### src/rtl/maltsev_pkg.sv
`default_nettype none
// +----------------------------------------------------------------------------+
// | Package  : maltsev_pkg                                                     |
// | Purpose  : Shared constants and state encoding for the Maltsev-operation   |
// |            composition blocks (successor-unit arbiter and helpers).        |
// | Contents : default datapath width, requester-count limits, arbiter FSM     |
// |            state encoding.                                                 |
// | Revision : 1.0 - initial release                                           |
// +----------------------------------------------------------------------------+
package maltsev_pkg;

   // Datapath width of the S (successor) unit
   localparam int c_bw_default = 16;

   // Legal requester count range for the arbiter
   localparam int c_nreq_min = 2;
   localparam int c_nreq_max = 8;

   // Arbiter FSM encoding (binary)
   localparam logic [1:0] c_enc_idle   = 2'd0;
   localparam logic [1:0] c_enc_launch = 2'd1;
   localparam logic [1:0] c_enc_run    = 2'd2;
   localparam logic [1:0] c_enc_gap    = 2'd3;

   typedef enum logic [1:0] {
      S_IDLE   = c_enc_idle,
      S_LAUNCH = c_enc_launch,
      S_RUN    = c_enc_run,
      S_GAP    = c_enc_gap
   } arb_state_t;

endpackage
`default_nettype wire

### src/rtl/operation_s_rr_pick.sv
`default_nettype none
// +----------------------------------------------------------------------------+
// | Module   : operation_s_rr_pick                                             |
// | Purpose  : Combinational round-robin picker. Searches the pending mask     |
// |            starting at the pointer and wrapping modulo NREQ.               |
// | Ports    : i_pend  [NREQ-1:0]  pending requesters                          |
// |            i_ptr   [IW-1:0]    first index to consider                     |
// |            o_idx   [IW-1:0]    winning index (0 when none)                 |
// |            o_vld               at least one requester pending              |
// | Revision : 1.0 - initial release                                           |
// +----------------------------------------------------------------------------+
module operation_s_rr_pick
   import maltsev_pkg::*;
#(
   parameter int NREQ = 4,
   parameter int IW   = $clog2(NREQ)
) (
   input  logic [NREQ-1:0] i_pend,
   input  logic [IW-1:0]   i_ptr,
   output logic [IW-1:0]   o_idx,
   output logic            o_vld
);

   logic [IW:0]   w_sum;
   logic [IW-1:0] w_cand;

   // Scan from the farthest offset down to offset 0 so the candidate closest
   // to the pointer is the last (and therefore winning) assignment.
   always_comb begin
      o_idx  = '0;
      o_vld  = 1'b0;
      w_sum  = '0;
      w_cand = '0;
      for (int k = NREQ - 1; k >= 0; k--) begin
         w_sum = {1'b0, i_ptr} + (IW + 1)'(k);
         if (w_sum >= (IW + 1)'(NREQ)) begin
            w_sum = w_sum - (IW + 1)'(NREQ);
         end
         w_cand = w_sum[IW-1:0];
         if (i_pend[w_cand]) begin
            o_idx = w_cand;
            o_vld = 1'b1;
         end
      end
   end

endmodule
`default_nettype wire

### src/rtl/operation_s_arbiter.sv
`default_nettype none
// +----------------------------------------------------------------------------+
// | Module   : operation_s_arbiter                                             |
// | Purpose  : Shares one successor unit (RES = IN + 1) among NREQ requesters. |
// |            Requests are taken on ST rising edges, granted round-robin,     |
// |            sequenced through the unit's ST/RD handshake, and results are   |
// |            returned to per-requester registers. A stuck unit is aborted    |
// |            after TIMEOUT cycles in a wait state and flagged on ERR.        |
// | Ports    : CLK                 clock, posedge                              |
// |            RST                 asynchronous reset, active low              |
// |            ST    [NREQ]        per-requester start (0->1 edge)             |
// |            IN    [NREQ*BW]     per-requester operand                       |
// |            RD    [NREQ]        per-requester ready                         |
// |            RES   [NREQ*BW]     per-requester result                        |
// |            ERR   [NREQ]        per-requester timeout flag                  |
// |            U_ST, U_IN          start / operand to the S unit               |
// |            U_RD, U_RES         ready / result from the S unit              |
// | Revision : 1.0 - initial release                                           |
// +----------------------------------------------------------------------------+
module operation_s_arbiter
   import maltsev_pkg::*;
#(
   parameter int BW      = c_bw_default,
   parameter int NREQ    = 4,
   parameter int TIMEOUT = 15
) (
   input  logic               CLK,
   input  logic               RST,
   input  logic [NREQ-1:0]    ST,
   input  logic [NREQ*BW-1:0] IN,
   output logic [NREQ-1:0]    RD,
   output logic [NREQ*BW-1:0] RES,
   output logic [NREQ-1:0]    ERR,
   output logic               U_ST,
   output logic [BW-1:0]      U_IN,
   input  logic               U_RD,
   input  logic [BW-1:0]      U_RES
);

   localparam int             c_iw      = $clog2(NREQ);
   localparam int             c_cw      = $clog2(TIMEOUT + 1);
   localparam logic [c_cw-1:0] c_to_last = c_cw'(TIMEOUT - 1);

   arb_state_t          r_state;
   arb_state_t          w_state_nxt;
   logic [c_cw-1:0]     r_cnt;
   logic                r_ust;
   logic [BW-1:0]       r_uin;
   logic [c_iw-1:0]     r_win;
   logic [c_iw-1:0]     r_ptr;
   logic [NREQ-1:0]     r_st_old;
   logic [NREQ-1:0]     r_rd;
   logic [NREQ-1:0]     r_err;
   logic [NREQ-1:0]     r_pend;
   logic [NREQ*BW-1:0]  r_res;
   logic [BW-1:0]       r_op [NREQ];

   logic [c_iw-1:0]     w_pick_idx;
   logic                w_pick_vld;
   logic [NREQ-1:0]     w_acc;
   logic                w_launch;
   logic                w_done;
   logic                w_abort;
   logic                w_cnt_clr;
   logic                w_cnt_inc;

   // A request is only taken while the port is ready, so edges arriving
   // during service (including the completion cycle) are dropped.
   assign w_acc = ST & ~r_st_old & r_rd;

   // r_pend excludes the requester currently in service; it is cleared at grant.
   operation_s_rr_pick #(
      .NREQ (NREQ),
      .IW   (c_iw)
   ) u_pick (
      .i_pend (r_pend),
      .i_ptr  (r_ptr),
      .o_idx  (w_pick_idx),
      .o_vld  (w_pick_vld)
   );

   // ---------------------------------------------------------------- FSM
   always_ff @(posedge CLK or negedge RST) begin
      if (!RST) begin
         r_state <= S_IDLE;
      end else begin
         r_state <= w_state_nxt;
      end
   end

   always_comb begin
      w_state_nxt = r_state;
      w_launch    = 1'b0;
      w_done      = 1'b0;
      w_abort     = 1'b0;
      w_cnt_clr   = 1'b0;
      w_cnt_inc   = 1'b0;
      case (r_state)
         S_IDLE: begin
            if (w_pick_vld) begin
               w_launch    = 1'b1;
               w_cnt_clr   = 1'b1;
               w_state_nxt = S_LAUNCH;
            end
         end
         S_LAUNCH: begin
            // U_RD dropping means the unit has seen our ST edge
            if (!U_RD) begin
               w_cnt_clr   = 1'b1;
               w_state_nxt = S_RUN;
            end else if (r_cnt == c_to_last) begin
               w_abort     = 1'b1;
               w_state_nxt = S_GAP;
            end else begin
               w_cnt_inc   = 1'b1;
            end
         end
         S_RUN: begin
            if (U_RD) begin
               w_done      = 1'b1;
               w_state_nxt = S_GAP;
            end else if (r_cnt == c_to_last) begin
               w_abort     = 1'b1;
               w_state_nxt = S_GAP;
            end else begin
               w_cnt_inc   = 1'b1;
            end
         end
         S_GAP: begin
            // U_ST is already low here; this cycle lets the unit sample it
            // low before the next launch so it sees a clean rising edge.
            w_state_nxt = S_IDLE;
         end
         default: begin
            w_state_nxt = S_IDLE;
         end
      endcase
   end

   // ------------------------------------------------- shared unit control
   always_ff @(posedge CLK or negedge RST) begin
      if (!RST) begin
         r_cnt <= '0;
         r_ust <= 1'b0;
         r_uin <= '0;
         r_win <= '0;
         r_ptr <= '0;
      end else begin
         if (w_cnt_clr) begin
            r_cnt <= '0;
         end else if (w_cnt_inc) begin
            r_cnt <= r_cnt + 1'b1;
         end

         if (w_launch) begin
            r_ust <= 1'b1;
            r_uin <= r_op[w_pick_idx];
            r_win <= w_pick_idx;
         end else if (w_done || w_abort) begin
            r_ust <= 1'b0;
            r_ptr <= (r_win == c_iw'(NREQ - 1)) ? '0 : r_win + 1'b1;
         end
      end
   end

   // ------------------------------------------------ per-requester state
   // Accept and completion never target the same requester in one cycle
   // (accept needs RD=1, the served requester has RD=0), so both may fire.
   always_ff @(posedge CLK or negedge RST) begin
      if (!RST) begin
         r_st_old <= '0;
         r_rd     <= '1;
         r_err    <= '0;
         r_pend   <= '0;
         r_res    <= '0;
         for (int i = 0; i < NREQ; i++) begin
            r_op[i] <= '0;
         end
      end else begin
         r_st_old <= ST;
         for (int i = 0; i < NREQ; i++) begin
            if (w_acc[i]) begin
               r_op[i]   <= IN[i*BW +: BW];
               r_err[i]  <= 1'b0;
               r_rd[i]   <= 1'b0;
               r_pend[i] <= 1'b1;
            end
            if (w_launch && (w_pick_idx == c_iw'(i))) begin
               r_pend[i] <= 1'b0;
            end
            if ((w_done || w_abort) && (r_win == c_iw'(i))) begin
               r_rd[i] <= 1'b1;
               if (w_done) begin
                  r_res[i*BW +: BW] <= U_RES;
               end
               if (w_abort) begin
                  r_err[i] <= 1'b1;
               end
            end
         end
      end
   end

   assign RD   = r_rd;
   assign RES  = r_res;
   assign ERR  = r_err;
   assign U_ST = r_ust;
   assign U_IN = r_uin;

endmodule
`default_nettype wire

### config.mk
export PLATFORM = sky130hd
export DESIGN_NAME = operation_s_arbiter
export DESIGN_NICKNAME = d
export VERILOG_FILES = /design/src/rtl/maltsev_pkg.sv /design/src/rtl/operation_s_rr_pick.sv /design/src/rtl/operation_s_arbiter.sv
export SDC_FILE = /design/constraint.sdc
export NUM_CORES = 1
export LEC_CHECK = 0
export CORE_MARGIN = 4
export CORE_UTILIZATION = 40
export DETAILED_ROUTE_END_ITERATION = 12
export PLACE_DENSITY = 0.67
export REMOVE_ABC_BUFFERS = 1
export SLEW_MARGIN = 25
export SYNTH_ARGS = -nofsm -noshare
export SYNTH_HDL_FRONTEND = slang
export SYNTH_SLANG_ARGS = --single-unit
### constraint.sdc
create_clock -name CLK -period 2.5 [get_ports CLK]
set_input_delay 0.5 -clock CLK [delete_from_list [all_inputs] [get_ports CLK]]
set_output_delay 0.5 -clock CLK [all_outputs]
set_load 0.01 [all_outputs]
==> metrics.txt <==
endpoints failing hold=0; Chip Height=143 µm; # rows=49; Async SR Flop Fraction=100%; wire length on met2=9.32 mm; Slew @ Worst Pin=746 ps; pwr dens=1220 nW/µm²; run status=finished, final reports clean; setup_tns=0 ps; area delta synth->final=37.1%; Syn Area/Cell=14.3 µm²; worst ir drop on vdd=612 µV; drt drc=0; Max-Cap Viols=0; largest net degree at the start of global routing=64; die width=143 µm; Setup Fix Bufs, Post-CTS=0; met1 wire length=7.59 mm; Hold Path Class=register to register; Most used DFF post-synth=dfrtp_1; synthesized cell area=7290 µm²; WP data arrival=2550 ps; Sink Count=171; top cells by area, synth=dfrtp_1, mux2_2, mux2i_1; CTS max path bufs=2; Clock Pin Slew Worst Setup and Hold Paths=70 ps; antenna violations before repair=0; top layer in use=met4; top cell type's share of synthesized area=57.4%; synth warn=0; unrepaired setup endpoints after global routing=no; final worst-path cycle share=88.5%; clk_skew=16.1 ps; vias in the first global route=5,609; via density per instance=5.11; commonest non-fill, non-tap cell in the layout=clkdlybuf4s50_1; Tmin final=2210 ps; fraction of layout cells with a size suffix above 1=29.7%; most frequent cells in the layout=clkdlybuf4s50_1, dfrtp_1, mux2_2; DR vias=4,825; fin. max-slew vios=0; I/O pin count=176; Startpoint Class=register; setup ws final=288 ps; Finished Cell Area=9990 µm²; first-pass GRT wire length=30.1 mm; Worst Setup End Kind=register; Routed wire per std cell=19.8 µm; port bufs=175; Placer Congestion=0.838; Finished Layout Cells=944; Root Buffer=clkbuf_16; synthesis-stage register bit count=171; Initial Util=40.6%; largest area contributor in the netlist=dfrtp_1; die area=20,400 µm²; number of H-tree levels=4; crit-path max FO=10; EDFF count, synth=0; final setup fails=0; Remaining Overflow, GRT=0; critical path class=register to register; Slew Limit Headroom=49.0%; CTS buffer count=17; routed wl met3=1.45 mm; dpl hpwl=13.3 mm; leakage=4.45 nW; nets@finish=800; dpl ws=293 ps; CTS tree=built; sequential share of the synthesized area=58.8%; Inst Count DP=911; Initial DRT Pass Iterations=4; global-route usage over all layers=19.1%; post-synth cell types=45; Hold-fix buffers, CTS=1; Clk Latency, worst-skew pair=430 ps; diode count=0; Post-CTS Resized=0; Initial DRC Count=159; cell count after synthesis=510; post-place instance area=9360 µm²; Max Clock Freq=452 MHz; WL final=18.7 mm; required time of the critical path=2840 ps; core area=18,000 µm²; Antenna Nets Post-Route=0
-- synth_stat cells (8+ instances only) --
master     number
nor2_1         27
ha_1           11
mux2i_1        17
a22o_1          8
a2111oi_2       9
a21oi_1         8
nand2_1        16
inv_1          10
dfrtp_1       167
a211oi_2        9
mux2_2        131
clkbuf_1        8
a21boi_0       15
buf_2           9
-- logic make-up after synthesis --
logic type	after synthesis	share of synthesized area (%)
compound gates	74	9.26
mux	148	22.6
simple gates	70	4.65
buf+inv	33	2.46
fa+ha+maj	11	1.89
flops	171	58.8
xor+xnor	3	0.361
-- flip-flops by register name, indices dropped and copies added, names as in the netlist --
| name | count |
|---|---|
| r_ptr | 2 |
| RES | 64 |
| r_win | 2 |
| U_IN | 16 |
| r_pend | 4 |
| r_cnt | 4 |
| U_ST | 1 |
| RD | 4 |
| r_st_old | 4 |
| r_op | 64 |
| ERR | 4 |
| r_state | 2 |
-- critical path, stage by stage, from the launching register on --
cell and delay [ps]:
dfrtp_1 480, mux2i_1 170, a2bb2oi_2 400, nand2_1 360
buf_4 320, mux2i_1 160, a211oi_2 230
-- layer usage --
layer	vias to the layer above	global-route usage [%]
met1	2435	22.2
met5	-	0
li1	2230	-
met2	140	32.2
met3	20	7.94
met4	0	5.95
-- cell type report --
class / instances / area (µm²)
flip-flops and latches: 171 / 4280
multi-input cells: 306 / 2830
repair buffers: 196 / 1940
well taps: 229 / 287
clock inverters: 14 / 178
fillers: 1452 / 7980
clock buffers: 18 / 439
inverters: 10 / 37.5
-- path summary, 6_finish.rpt --
path,cells after the start,slack [ps],start,end
min,1,500,r_op[21]$_DFFE_PN0P_,r_op[21]$_DFFE_PN0P_
min reg2reg,1,500,r_op[21]$_DFFE_PN0P_,r_op[21]$_DFFE_PN0P_
max reg2reg,6,290,r_ptr[1]$_DFFE_PN0P_,U_IN[10]$_DFFE_PN0P_
max,6,290,r_ptr[1]$_DFFE_PN0P_,U_IN[10]$_DFFE_PN0P_
min in group asynchronous,2,510,RST,RES[14]$_DFFE_PN0P_
max in group asynchronous,3,1250,RST,U_IN[12]$_DFFE_PN0P_
-- per-stage QoR --
stage	power (W)	hold slack [ps]	util [%]
after floorplan	0.00711	204	-
after global placement	0.00936	393	52.1
after detailed placement	0.00957	400	52.1
after CTS	0.0124	503	55.6
after global routing	0.0130	521	55.6
final	0.0122	499	55.6
-- report_power, final --
part | internal, W | total, W | switching (W)
Sequential | 0.00392 | 0.00458 | 0.000663
Combinational | 0.00267 | 0.00490 | 0.00224
Clock | 0.00155 | 0.00274 | 0.00119
Total | 0.00813 | 0.0122 | 0.00409
No activity file was read; power rests on OpenSTA's default activity.
